[src/rtl/cpu_defs.sv]
// Shared CPU definitions: reset vector, fetch FSM states, sram-like bus
// constants and the next-PC selection rule.
package cpu_defs;

  localparam logic [31:0] RESET_PC       = 32'hBFC0_0000;
  localparam logic [1:0]  INST_SIZE_WORD = 2'b10;

  typedef enum logic [1:0] {
    IDLE    = 2'd0,
    REQ     = 2'd1,
    WAIT    = 2'd2,
    DISCARD = 2'd3
  } fetch_state_e;

  // Exception flush beats a latched redirect, which beats a same-cycle branch.
  function automatic logic [31:0] next_pc(
    input logic        refresh,
    input logic [31:0] exc_pc,
    input logic        redirect_pending,
    input logic [31:0] redirect_target,
    input logic        br_taken,
    input logic [31:0] br_target,
    input logic [31:0] pc
  );
    if (refresh) begin
      return exc_pc;
    end else if (redirect_pending) begin
      return redirect_target;
    end else if (br_taken) begin
      return br_target;
    end else begin
      return pc + 32'd4;
    end
  endfunction

endpackage

[src/rtl/if_fetch_unit.sv]
// IF-stage fetch initiator: owns the PC, drives the sram-like instruction
// port, buffers one returned word and drops responses made stale by a flush.
module if_fetch_unit
  import cpu_defs::*;
#(
  parameter logic [31:0] RESET_PC = cpu_defs::RESET_PC
) (
  input  logic        clk,
  input  logic        resetn,
  input  logic        stall,
  input  logic        refresh,
  input  logic [31:0] exc_pc,
  input  logic        br_taken,
  input  logic [31:0] br_target,
  output logic        inst_req,
  output logic        inst_wr,
  output logic [1:0]  inst_size,
  output logic [31:0] inst_addr,
  input  logic        inst_addr_ok,
  input  logic        inst_data_ok,
  input  logic [31:0] inst_rdata,
  output logic        if_valid,
  output logic [31:0] if_pc,
  output logic [31:0] if_inst,
  output logic        if_addr_error,
  output logic        if_inst_req,
  output logic        fetch_stall
);

  fetch_state_e state, state_nxt;

  logic [31:0] pc;
  logic [31:0] req_addr;
  logic [31:0] inst_buf;
  logic [31:0] redirect_target;
  logic        buf_valid;
  logic        redirect_pending;
  logic        kill;
  logic        pc_misaligned;
  logic        err_slot;
  logic        consume;

  assign pc_misaligned = (pc[1:0] != 2'b00);
  assign err_slot      = (state == IDLE) && pc_misaligned;
  assign if_valid      = buf_valid || err_slot;
  assign consume       = if_valid && !stall;

  // Bus side is a pure decode of registered state; the address is captured
  // at request start so a flush moving pc cannot disturb a pending request.
  assign inst_req  = (state == REQ);
  assign inst_wr   = 1'b0;
  assign inst_size = INST_SIZE_WORD;
  assign inst_addr = req_addr;

  assign if_pc         = pc;
  assign if_inst       = buf_valid ? inst_buf : 32'h0000_0000;
  assign if_addr_error = err_slot;
  assign if_inst_req   = buf_valid;
  assign fetch_stall   = !if_valid;

  // Fetch FSM state register.
  always_ff @(posedge clk) begin
    if (!resetn) begin
      state <= IDLE;
    end else begin
      state <= state_nxt;
    end
  end

  // Fetch FSM next-state logic.
  always_comb begin
    state_nxt = state;
    case (state)
      IDLE: begin
        if (!refresh && !pc_misaligned && !buf_valid) begin
          state_nxt = REQ;
        end else begin
          state_nxt = IDLE;
        end
      end
      REQ: begin
        if (inst_addr_ok) begin
          state_nxt = (kill || refresh) ? DISCARD : WAIT;
        end else begin
          state_nxt = REQ;
        end
      end
      WAIT: begin
        // A flush coinciding with data_ok just drops the word.
        if (inst_data_ok) begin
          state_nxt = IDLE;
        end else if (refresh) begin
          state_nxt = DISCARD;
        end else begin
          state_nxt = WAIT;
        end
      end
      DISCARD: begin
        if (inst_data_ok) begin
          state_nxt = IDLE;
        end else begin
          state_nxt = DISCARD;
        end
      end
      default: begin
        state_nxt = IDLE;
      end
    endcase
  end

  // PC, instruction buffer, branch redirect and kill-flag registers.
  always_ff @(posedge clk) begin
    if (!resetn) begin
      pc               <= RESET_PC;
      req_addr         <= RESET_PC;
      inst_buf         <= 32'h0000_0000;
      buf_valid        <= 1'b0;
      redirect_pending <= 1'b0;
      redirect_target  <= 32'h0000_0000;
      kill             <= 1'b0;
    end else begin
      if (refresh || consume) begin
        pc <= next_pc(refresh, exc_pc, redirect_pending, redirect_target,
                      br_taken, br_target, pc);
      end

      if (state == IDLE && state_nxt == REQ) begin
        req_addr <= pc;
      end

      if (refresh) begin
        buf_valid <= 1'b0;
      end else if (state == WAIT && inst_data_ok) begin
        buf_valid <= 1'b1;
        inst_buf  <= inst_rdata;
      end else if (consume) begin
        buf_valid <= 1'b0;
      end

      // The branch's delay slot is still in IF; hold the target until it leaves.
      if (refresh || consume) begin
        redirect_pending <= 1'b0;
      end else if (br_taken) begin
        redirect_pending <= 1'b1;
        redirect_target  <= br_target;
      end

      if (state == REQ) begin
        kill <= (kill || refresh) && !inst_addr_ok;
      end else begin
        kill <= 1'b0;
      end
    end
  end

endmodule

[config.mk]
export PLATFORM = sky130hd
export DESIGN_NAME = if_fetch_unit
export DESIGN_NICKNAME = d
export VERILOG_FILES = /design/src/rtl/cpu_defs.sv /design/src/rtl/if_fetch_unit.sv
export SDC_FILE = /design/constraint.sdc
export NUM_CORES = 1
export LEC_CHECK = 0
export BUFFER_PORTS_ARGS = -buffer_cell sky130_fd_sc_hd__buf_2
export CAP_MARGIN = 20
export CORE_MARGIN = 8
export CORE_UTILIZATION = 40
export CTS_CLUSTER_SIZE = 10
export DETAILED_ROUTE_END_ITERATION = 8
export PLACE_DENSITY = 0.65
export RECOVER_POWER = 50
export SYNTH_ARGS = -nofsm -noshare
export SYNTH_HDL_FRONTEND = slang
export SYNTH_SLANG_ARGS = --single-unit
export TNS_END_PERCENT = 10
[constraint.sdc]
create_clock -name clk -period 1.7 [get_ports clk]
set_input_delay 0.255 -clock clk [delete_from_list [all_inputs] [get_ports clk]]
set_output_delay 0.255 -clock clk [all_outputs]
set_load 0.005 [all_outputs]
# ---- Word level (Yosys, flattened, before mapping)
# Cells that the tools add are included.
dict set report word_totals {
  reg_bits 133
  input_bits 103
  output_inout_bits 104
  elab_cells 53
}
dict set report classes {
  n_addsub 1
  eq_ne 4
  mux 13
  n_bitwise 3
  reduce_logical 24
}
# operator n
set op_table {}
lappend op_table {{two-way mux 32 bit} 4}
lappend op_table {{adder 32 x 3 -> 32 bit (second input constant)} 1}
lappend op_table {{case mux 2 bit (4 select lines)} 1}
lappend op_table {{logical AND 1 bit} 7}
lappend op_table {{logical NOT 1 bit} 6}
lappend op_table {{two-way mux 2 bit} 3}
lappend op_table {{AND reduction 2 bit} 3}
lappend op_table {{two-way mux 1 bit} 5}
lappend op_table {{== test 2 x 1 -> 1 bit (second input constant)} 2}
lappend op_table {{== test 2 bit (second input constant)} 2}
lappend op_table {{nonzero test 2 bit} 2}
lappend op_table {{OR reduction 2 bit} 2}
lappend op_table {{logical OR 1 bit} 3}
lappend op_table {{inverter 1 bit} 3}
lappend op_table {{logical NOT 2 bit} 1}

# ---- Logic depth before layout (Yosys ltp)
# Gate-level depths: netlist of run 1.
dict set report depth {
  ltp_word 8
  mapped_depth 8
  ltp_nobuf 6
}

# ---- Worst setup path after synthesis of run 1
# Ideal clock, no wire load.
dict set report synth_timing {
  kind {register to register}
  from {reg pc[4] (netlist: if_pc[4])}
  to {reg pc[19] (netlist: if_pc[19])}
  setup_ns 0.074
  t_arrival_ns 1.534
  required_time_ns 1.626
  setup_slack_ns 0.092
  stages_incl_launch_ff 8
  path_buffers 2
  period_less_slack_ns 1.608
  cell_sequence {dfxtp_1 buf_4 and4_4 and4_1 buf_4 nand3_2 o41a_1 a31oi_1}
}
dict set report synth_between {
  elab_chain_cells 4
}
# element line_no
set synth_rtl {}
lappend synth_rtl {{start: declaration} if_fetch_unit.sv:32} ;# logic [31:0] pc;
lappend synth_rtl {{start signal: assignment} if_fetch_unit.sv:123} ;# pc <= next_pc(refresh, exc_pc, redirect_pending, redirect_target,
lappend synth_rtl {{adder 32 x 3 -> 32 bit} cpu_defs.sv:32} ;# return pc + 32'd4;
lappend synth_rtl {{two-way mux 32 bit} cpu_defs.sv:29} ;# end else if (br_taken) begin
lappend synth_rtl {{two-way mux 32 bit} cpu_defs.sv:27} ;# end else if (redirect_pending) begin
lappend synth_rtl {{two-way mux 32 bit} cpu_defs.sv:25} ;# if (refresh) begin
# Every way passes these cells.
# A chain may end at the register's enable or synchronous reset.

# ---- Worst setup path in the final report of run 1
dict set report layout_timing {
  from {reg pc[2] (netlist: if_pc[2])}
  to {reg pc[20] (netlist: if_pc[20])}
}
# Same word-level chain as after synthesis.

==> results of run 1 <==
registers in the layout, indices dropped and copies added, names as in the netlist:
signal and flops:
redirect_target 32, inst_buf 32, inst_addr 32, state 2
redirect_pending 1, if_pc 32, if_inst_req 1, kill 1
report_power, final:
group	leakage, nW	internal, mW	total, mW	switching, mW
clock	0.273	2.20	3.55	1.35
sequential	1.09	3.28	3.39	0.106
combinational	2.45	0.617	1.42	0.807
through the flow:
| stage | instance area [um^2] | hold WS (ps) | util | power (mW) |
|---|---|---|---|---|
| 2_1_floorplan | 6460 | 332 | - | 4.09 |
| 3_3_place_gp | 8220 | 437 | 0.520 | 4.76 |
| 3_5_place_dp | 8220 | 442 | 0.520 | 4.77 |
| 4_1_cts | 8890 | 11.4 | 0.562 | 8.35 |
| 5_1_grt | 9010 | 23.6 | 0.569 | 8.69 |
| 6_report | 9010 | 25.9 | 0.569 | 8.36 |
cells in the mapped netlist (9+ instances only):
cell type and n:
nand2_1 216, dfxtp_1 133, a21oi_1 111, and2_1 36, clkbuf_1 33, nand3_1 30, o21ai_0 30, buf_2 23
nor2_1 18, nand4_1 17, a31oi_1 12, nor3_1 12, and3_1 11, buf_4 10, o211ai_1 10, mux2i_1 9
o311ai_0 9
kinds of logic after synthesis:
kind of cell             Yosys count
flip-flops                       133
AND/OR/NAND/NOR                  373
AO/OA/AOI/OAI                    234
adder cells (fa/ha/maj)            1
multiplexers                       9
buffers and inverters             80
other                              2
XOR/XNOR                          10
cells in the final DEF, fill, tap and decap left out, types with 8 or more instances in the layout:
cell type  instances
a21oi_1          105
o21ai_0           29
nand4_1           17
and3_1            11
o211ai_1          10
nand3_1           29
dfxtp_1          128
a31oi_1           12
clkbuf_16         17
nand2b_1           8
nand2_1          215
mux2i_1            9
buf_4             84
nor2_1            17
buf_6              9
and2_1            36
clkbuf_1          22
a22oi_1            8
buf_2            184
worst max path at each step:
| stage | cells after the start | to | from | slack, ps |
|---|---|---|---|---|
| finish | 7 | if_pc[20] | if_pc[2] | -80 |
| global route | 7 | if_pc[20] | if_pc[2] | -100 |
| CTS | 5 | fetch_stall | if_pc[0] | -50 |
| detailed placement | 6 | if_pc[18] | if_pc[1] | -320 |
| global placement | 5 | if_pc[17] | state[1] | -310 |
| floorplan | 7 | if_pc[19] | if_pc[4] | 90 |
layer usage:
metal / wire length [um] / up-vias / part of all wire
li1: - / 3484 / -
met3: 1910 / 39 / 0.080
met1: 10300 / 3271 / 0.43
met4: 415 / 0 / 0.017
met2: 11200 / 333 / 0.47
met5: 0 / - / 0
repair_timing:
action	in CTS	in global routing
resized for setup	17	35
setup buffers	6	1
pin swaps	2	12
setup endpoints to repair	14	65
hold buffers	0	0
final cells by class:
cell class              instances  area [um^2]
diodes                          1         2.50
clock buffers                  20          457
clock inverters                10          108
fillers                      1538         6810
inverters                       9         35.0
multi-input cells             630         3600
flip-flops and latches        133         2670
well taps                     216          270
repair buffers                305         1870
==> run_results.csv, run 1 <==
group,metric,value,unit
critical_path,cp.arrival,2130,ps
cells_and_area,final_cells,1324,
logic_synthesis,ys_types,68,
logic_synthesis,ys.flop_type,"dfxtp_1",
logic_synthesis,synthXorXnorAreaFrac,0.0136,
pwr,leakagePower,3.81,nW
sta,hold_violations,0,
critical_path,rr_worst_depth,7,
logic_synthesis,synthMuxAreaShare,0.0139,
run_status,violations,"negative setup slack",
pwr,vdd_drop_max,0.766,mV
grt,grt_use_met3,0.0544,
critical_path,cp_slowest_stage_delay,360,ps
logic_synthesis,synth_area_leaders,"dfxtp_1 41%, nand2_1 13%, a21oi_1 8.6%, and2_1 3.5%, nand3_1 2.3%",
grt,track_usage,0.225,
critical_path,r2r_end,"if_pc[20]",
sta,layout_setup_ws,-77.5,ps
critical_path,crit_buf_inv,2,
cells_and_area,drive_above_1_share,0.323,
grt,grt.busiest_layer,"met2",
die,initial_utilization,0.408,
routing,vias,7127,
logic_synthesis,async_flop_share,0,
sta,finalSetupViolCount,2,
logic_synthesis,netlist.area_leader.share,0.412,
clocking,clkTransAtPathRegs,60,ps
clocking,cts_max_level,4,
routing,route.detailed.drc,0,
die,ioPinCount,207,
critical_path,worst-setup-path-type,"register to register",
sta,max_freq,0.563,GHz
logic_synthesis,synth-compound-area-share,0.229,
sta,skew,8.22,ps
placed_design,place_inst,1287,
placed_design,place_ws,-325,ps
placed_design,io_buffer_count,203,
clocking,cts_made_buffers,17,
grt,grt_pass1_wl,35.8,mm
critical_path,ff2ff_setup_slack,-80,ps
critical_path,slowest_stage,"dfxtp_2",
grt,antenna_found_initial,1,
routing,wl_per_cell,17.9,um
critical_path,path_common_cell,"buf_4",
sta,rsz0062_at_grt,"yes",
logic_synthesis,synth.largest_area_cell,"dfxtp_1",
grt,met2_usage,0.351,
critical_path,worst_ep_required_time,2050,ps
hold_path,min_to,"kill",
die,die_w,143,um
clocking,clock_latency,420,ps
routing,dr.pass1.iters,5,
logic_synthesis,yosysSeqAreaShare,0.412,
logic_synthesis,ys_ff_latch,133,
logic_synthesis,synthesis.area,6460,um^2
grt,grt_max_degree,45,
critical_path,path_max_fanout,4,
job,maxCapViolCount,0,
placed_design,dp_hpwl,17.6,mm
clocking,clock-root-buffer,"clkbuf_16",
logic_synthesis,synth_cells,842,
die,fp.dieH,143,um
clocking,clock_sinks,133,
sta,finalCriticalPeriod,1780,ps
logic_synthesis,synth_top_family_by_area,"simple AND/OR/NAND/NOR gates",
routing,antenna_left,0,
logic_synthesis,ys_warn_count,0,
run_status,status,"finished with violations",
clocking,cts_tree,"yes",
grt,grt_pass1_vias,6511,
hold_path,min_path_type,"input pin to register",
die,fp-row-count,46,
clocking,clock_path_buffers,2,
routing,wl,23.8,mm
grt,grt_overflow,0,
logic_synthesis,synth-simple-area-share,0.270,
critical_path,end_kind,"register",
routing,drt_iter0_markers,669,
cells_and_area,nets,1200,
hold_path,hold_depth,2,
pwr,power.density,927,nW/um^2
die,die_area,20500,um^2
critical_path,cpLargestDelayFamily,"simple AND/OR/NAND/NOR gates",
routing,viasPerCell,5.38,
grt,met1_usage,0.297,
sta,slew_violations,0,
logic_synthesis,synth_fa_ha_area_frac,0.00194,
cells_and_area,area_delta_synth_final,39.5,%
placed_design,place_congestion,0.903,
logic_synthesis,avgSynthCellArea,7.67,um^2
critical_path,crit_chain,"ha_2 > buf_4 > nand4_1 > buf_4 > nor4_1 > o21ai_1 > a21oi_1",
critical_path,reg2reg_from,"if_pc[2]",
sta,finalCritPeriodShare,1.05,
sta,tns,-79.0,ps
logic_synthesis,synth_edf_count,0,
critical_path,cp-start-kind,"register",
die,core_area,15800,um^2
hold_path,hp-start,"inst_addr_ok",
Power figures use the tool's default switching activity.
==> run 2, diff against run 1 <==
--- a/config.mk
+++ b/config.mk
@@ -12,7 +12,6 @@
 export CTS_CLUSTER_SIZE = 10
 export DETAILED_ROUTE_END_ITERATION = 8
 export PLACE_DENSITY = 0.65
-export RECOVER_POWER = 50
 export SYNTH_ARGS = -nofsm -noshare
 export SYNTH_HDL_FRONTEND = slang
 export SYNTH_SLANG_ARGS = --single-unit
==> run 2 against run 1 <==
The run still ends with negative setup slack left; sequential power is essentially flat; first-iteration DRC count shrank 0.30%; power grew 0.17%; cell area grew 0.40%; worst setup slack lost 13 ps; fmax shrank 0.74%; non-clock buffer count is the same; combinational power is essentially flat; clock-buffer cell count is the same; wire length is essentially flat; critical endpoint unchanged; largest cell class unchanged; largest power group unchanged.
==> run_results.csv, run 2 (same netlist as run 1, synthesis figures left out) <==
group,metric,value,unit
grt,grt_max_degree,45,
placed_design,io_buffer_count,203,
critical_path,reg2reg_from,"if_pc[2]",
sta,skew,8.17,ps
pwr,vdd_drop_max,0.767,mV
sta,finalCriticalPeriod,1790,ps
grt,grt_pass1_wl,35.8,mm
run_status,status,"finished with violations",
pwr,seqPwrFrac,0.404,
placed_design,place_inst,1287,
routing,route.detailed.drc,0,
sta,slew_violations,0,
routing,antenna_left,0,
hold_path,min_path_type,"input pin to register",
placed_design,place_ws,-325,ps
cells_and_area,final_cell_mix,"215 x nand2_1, 201 x buf_2, 128 x dfxtp_1, 105 x a21oi_1, 88 x buf_4",
pwr,leakagePower,3.89,nW
grt,track_usage,0.225,
clocking,clkTransAtPathRegs,60,ps
cells_and_area,drive_above_1_share,0.342,
pwr,sw_frac_of_total,0.270,
critical_path,worst_ep_required_time,2050,ps
sta,rsz0062_at_grt,"yes",
clocking,ctsHoldBuffers,0,
cells_and_area,final_util,0.572,
critical_path,path_max_fanout,4,
die,die_w,143,um
critical_path,r2r_end,"if_pc[20]",
routing,vias,7169,
pwr,comb_power_share,0.172,
hold_path,min_to,"kill",
critical_path,cp_slowest_stage_delay,360,ps
die,fp.dieH,143,um
die,core_area,15800,um^2
run_status,violations,"negative setup slack",
sta,hold_violations,0,
pwr,cell_internal_pwr,6.11,mW
clocking,clock-root-buffer,"clkbuf_16",
clocking,cts_max_level,4,
critical_path,rr_worst_depth,7,
hold_path,hp-start,"inst_addr_ok",
routing,dr.pass1.iters,5,
critical_path,worst-setup-path-type,"register to register",
pwr,power.density,925,nW/um^2
clocking,clock_sinks,133,
clocking,clock_latency,430,ps
critical_path,cp-start-kind,"register",
critical_path,ff2ff_setup_slack,-90,ps
die,ioPinCount,207,
cells_and_area,area_delta_synth_final,40.1,%
job,maxCapViolCount,0,
sta,max_freq,0.558,GHz
grt,antenna_found_initial,1,
cells_and_area,final_common_cell,"nand2_1",
clocking,cts_tree,"yes",
cells_and_area,n_fill_cell,1533,
clocking,cts_made_buffers,17,
routing,drt_iter0_markers,667,
die,die_area,20500,um^2
pwr,clockPowerShare,0.424,
routing,wl,23.8,mm
critical_path,crit_buf_inv,2,
critical_path,crit_chain,"ha_2 > buf_4 > nand4_1 > buf_4 > nor4_1 > o21ai_1 > a21oi_1",
sta,tns,-97.0,ps
critical_path,end_kind,"register",
die,initial_utilization,0.408,
sta,hold_slack,26.6,ps
sta,finalCritPeriodShare,1.05,
critical_path,cp.arrival,2140,ps
clocking,clock_path_buffers,2,
routing,wl_per_cell,17.9,um
cells_and_area,nets,1200,
grt,grt_overflow,0,
critical_path,slowest_stage,"dfxtp_2",
critical_path,cpLargestDelayFamily,"simple AND/OR/NAND/NOR gates",
pwr,p_switching,2.26,mW
die,fp-row-count,46,
sta,layout_setup_ws,-90.9,ps
grt,grt_pass1_vias,6511,
critical_path,path_common_cell,"buf_4",
placed_design,place_congestion,0.903,
routing,viasPerCell,5.41,
placed_design,dp_hpwl,17.6,mm
sta,finalSetupViolCount,2,
cells_and_area,final_cells,1324,
hold_path,hold_depth,2,
==> run 2: changes by cell type in the layout (fill, tap and decap cells not counted), sizes merged <==
cell	previous run	this run
buf	284	305
clkbuf	41	20
==> run 2: metal layers <==
layer,global-route usage,share of wire,up-vias
met3,0.0544,0.081,45
met2,0.351,0.47,333
li1,-,-,3478
met5,0,0,-
met4,0.0772,0.019,0
met1,0.297,0.43,3313
==> run 2: timing repair <==
item / in CTS / in global routing
buffers inserted: 6 / 1
resized for setup: 17 / 35
pin swaps: 2 / 12
hold endpoints to repair: 0 / 0
endpoints found under the setup margin: 14 / 65
==> run 2: power groups by stage <==
stage               clock network (mW)  logic (mW)  registers [mW]
floorplan                            0       0.621            3.47
global placement                     0        1.32            3.44
detailed placement                   0        1.33            3.44
CTS                               3.59        1.38            3.38
global route                      3.73        1.57            3.40
finish                            3.55        1.44            3.38
==> run 2: cell type report <==
type                       count  area [um^2]  share of cell area
antenna                        1         2.50            0.000277
clock buffer                  20          457              0.0505
clock inverter                10          108              0.0119
inverter                       9         35.0             0.00387
multi-input combinational    630         3600               0.398
sequential                   133         2670               0.295
tap                          216          270              0.0299
timing repair buffer         305         1910               0.211
==> run 2: worst max-delay path by stage <==
stage                  end  startpoint  slack, ps  cells after the start
2_1_floorplan    if_pc[19]    if_pc[4]         90                      7
3_3_place_gp     if_pc[17]    state[1]       -310                      5
3_5_place_dp     if_pc[18]    if_pc[1]       -320                      6
4_1_cts        fetch_stall    if_pc[0]        -50                      5
5_1_grt          if_pc[20]    if_pc[2]       -100                      7
6_report         if_pc[20]    if_pc[2]        -90                      7
==> run 2: per-stage QoR <==
stage | total power, mW | area, um^2
floorplan | 4.09 | 6460
global placement | 4.76 | 8220
detailed placement | 4.77 | 8220
CTS | 8.35 | 8890
global route | 8.70 | 9050
finish | 8.37 | 9050
==> run 3, diff against run 2 <==
--- a/config.mk
+++ b/config.mk
@@ -7,11 +7,13 @@
 export LEC_CHECK = 0
 export BUFFER_PORTS_ARGS = -buffer_cell sky130_fd_sc_hd__buf_2
 export CAP_MARGIN = 20
+export CELL_PAD_IN_SITES_DETAIL_PLACEMENT = 2
+export CELL_PAD_IN_SITES_GLOBAL_PLACEMENT = 2
 export CORE_MARGIN = 8
-export CORE_UTILIZATION = 40
+export CORE_UTILIZATION = 28
 export CTS_CLUSTER_SIZE = 10
 export DETAILED_ROUTE_END_ITERATION = 8
-export PLACE_DENSITY = 0.65
+export PLACE_DENSITY_LB_ADDON = 0.1
 export SYNTH_ARGS = -nofsm -noshare
 export SYNTH_HDL_FRONTEND = slang
 export SYNTH_SLANG_ARGS = --single-unit
==> run 3 against run 2 <==
The run still ends with negative setup slack left; worst setup slack got worse by 24 ps; combinational power increased by 13%; final cell count increased by 7.6%; die area increased by 38%; cell area increased by 4.6%; sequential cell count unchanged; wire length increased by 30%; largest cell class unchanged; critical path depth increased by 1; critical endpoint is now if_pc[31]; hold slack improved by 22 ps; clock skew increased by 3.8 ps; highest routed layer unchanged; non-clock buffer count increased by 30.
==> run_results.csv, run 3 (same netlist as run 1, synthesis figures left out) <==
group,metric,value,unit
run_status,status,"finished with violations",
run_status,violations,"negative setup slack",
sta,hold_slack,49.0,ps
sta,finalCritPeriodShare,1.07,
sta,max_freq,0.551,GHz
pwr,sw_frac_of_total,0.288,
placed_design,place_inst,1379,
critical_path,slowest_stage,"o311ai_0",
pwr,cell_internal_pwr,6.32,mW
hold_path,min_to,"if_pc[29]",
die,fp.dieH,168,um
cells_and_area,final_cell_mix,"215 x nand2_1, 201 x buf_2, 126 x dfxtp_1, 111 x buf_4, 106 x a21oi_1",
placed_design,io_buffer_count,203,
pwr,comb_power_share,0.183,
sta,slew_violations,0,
critical_path,rr_worst_depth,8,
die,die_w,168,um
critical_path,reg2reg_from,"if_pc[1]",
cells_and_area,area_delta_synth_final,46.5,%
routing,dr.pass1.iters,4,
grt,antenna_found_initial,1,
critical_path,cp-start-kind,"register",
sta,finalCriticalPeriod,1820,ps
routing,vias,7419,
pwr,p_switching,2.56,mW
clocking,clkTransAtPathRegs,60,ps
die,initial_utilization,0.285,
cells_and_area,final_util,0.418,
sta,layout_setup_ws,-115,ps
cells_and_area,final_cells,1425,
clocking,cts_max_level,4,
grt,grt_overflow,0,
routing,wl,30.8,mm
critical_path,crit_buf_inv,3,
critical_path,cp_num_cells,8,
critical_path,cpLargestDelayFamily,"compound AO/OA/AOI/OAI gates",
pwr,seqPwrFrac,0.381,
critical_path,cp.arrival,2190,ps
sta,rsz0062_at_grt,"yes",
placed_design,dp_hpwl,22.5,mm
die,die_area,28200,um^2
grt,grt_max_degree,60,
cells_and_area,final_common_cell,"nand2_1",
routing,viasPerCell,5.21,
cells_and_area,drive_above_1_share,0.364,
placed_design,place_congestion,0.820,
critical_path,worst-setup-path-type,"register to register",
pwr,power.density,938,nW/um^2
clocking,clock_sinks,133,
clocking,cts_made_buffers,17,
pwr,vdd_drop_max,0.563,mV
sta,finalSetupViolCount,4,
pwr,clockPowerShare,0.436,
die,core_area,22600,um^2
critical_path,worst_ep_required_time,2080,ps
hold_path,hold_depth,3,
hold_path,hp-start,"exc_pc[29]",
grt,grt_pass1_wl,47.2,mm
clocking,clock_latency,430,ps
hold_path,min_path_type,"input pin to register",
critical_path,crit_chain,"nor2_4 > o31ai_4 > buf_6 > buf_6 > buf_4 > a21oi_1 > o311ai_0 > a211o_1",
cells_and_area,n_fill_cell,2652,
critical_path,path_max_fanout,5,
routing,antenna_left,0,
routing,route.met2.wl,14.8,mm
cells_and_area,nets,1230,
routing,drt_iter0_markers,382,
clocking,cts_tree,"yes",
critical_path,path_common_cell,"buf_6",
die,fp-row-count,55,
critical_path,cp_slowest_stage_delay,450,ps
sta,hold_violations,0,
routing,met1_length,14.1,mm
clocking,clock_path_buffers,2,
die,ioPinCount,207,
routing,wl_per_cell,21.6,um
grt,track_usage,0.212,
routing,top_layer,"met4",
routing,route.detailed.drc,0,
job,maxCapViolCount,0,
critical_path,ff2ff_setup_slack,-120,ps
sta,tns,-224,ps
pwr,leakagePower,4.08,nW
critical_path,end_kind,"register",
critical_path,r2r_end,"if_pc[31]",
clocking,clock-root-buffer,"clkbuf_16",
routing,wl_met3,1.54,mm
grt,grt_pass1_vias,7975,
sta,skew,12.0,ps
## run 3: cell types whose count changed in the layout (fill, tap and decap cells not counted), sizes merged
cell / previous run / this run
inv: 7 / 6
bufinv: 2 / 3
clkbuf: 20 / 19
clkinv: 7 / 9
buf: 305 / 334
dlygate4sd3: 0 / 1
clkinvlp: 3 / 4
## run 3: layout make-up
class                   instances  area, um^2  area share
flip-flops and latches        133        2670       0.282
diodes                          1        2.50    0.000264
inverters                       9        35.0     0.00370
multi-input cells             630        3620       0.382
clock inverters                13         158      0.0167
repair buffers                335        2180       0.231
clock buffers                  19         443      0.0468
well taps                     285         357      0.0377
## run 3: per-stage QoR
step	total power [mW]	setup slack (ps)	cell area, um^2
global placement	4.90	-75.2	8510
floorplan	4.09	92.2	6460
CTS	8.91	-140	9340
finish	8.88	-115	9470
detailed placement	4.93	-98.7	8510
global route	9.25	-134	9470
## run 3: worst max-delay path by stage
stage,start,end
final,if_pc[1],if_pc[31]
after floorplan,if_pc[4],if_pc[19]
after global placement,if_pc[8],if_pc[31]
after detailed placement,if_pc[8],if_pc[31]
after global routing,if_pc[1],fetch_stall
after CTS,if_pc[0],fetch_stall
## run 3: repair_timing
item | 4_1_cts | 5_1_grt
hold buffers | 1 | 0
pin swaps | 12 | 7
endpoints found under the hold margin | 1 | 0
endpoints found under the setup margin | 60 | 65
resized for setup | 40 | 27
buffers inserted | 9 | 3
## run 3: per-layer routing
layer / global-route usage / up-vias
met5: 0 / -
met4: 0.0625 / 0
met3: 0.0421 / 31
met2: 0.344 / 167
met1: 0.281 / 3684
li1: - / 3537
## run 3: worst reg2reg max path, stage by stage (launching register included)
cell,delay [ps]
dfxtp_2,350
nor2_4,50
o31ai_4,260
buf_6,170
buf_6,100
buf_4,140
a21oi_1,70
o311ai_0,450
a211o_1,170
## run 3: power by group through the flow
stage	clock (mW)	sequential, mW	combinational [mW]
final	3.87	3.38	1.63
after global routing	4.09	3.40	1.76
after CTS	3.95	3.38	1.58
after detailed placement	0	3.44	1.49
after global placement	0	3.43	1.47
after floorplan	0	3.47	0.621
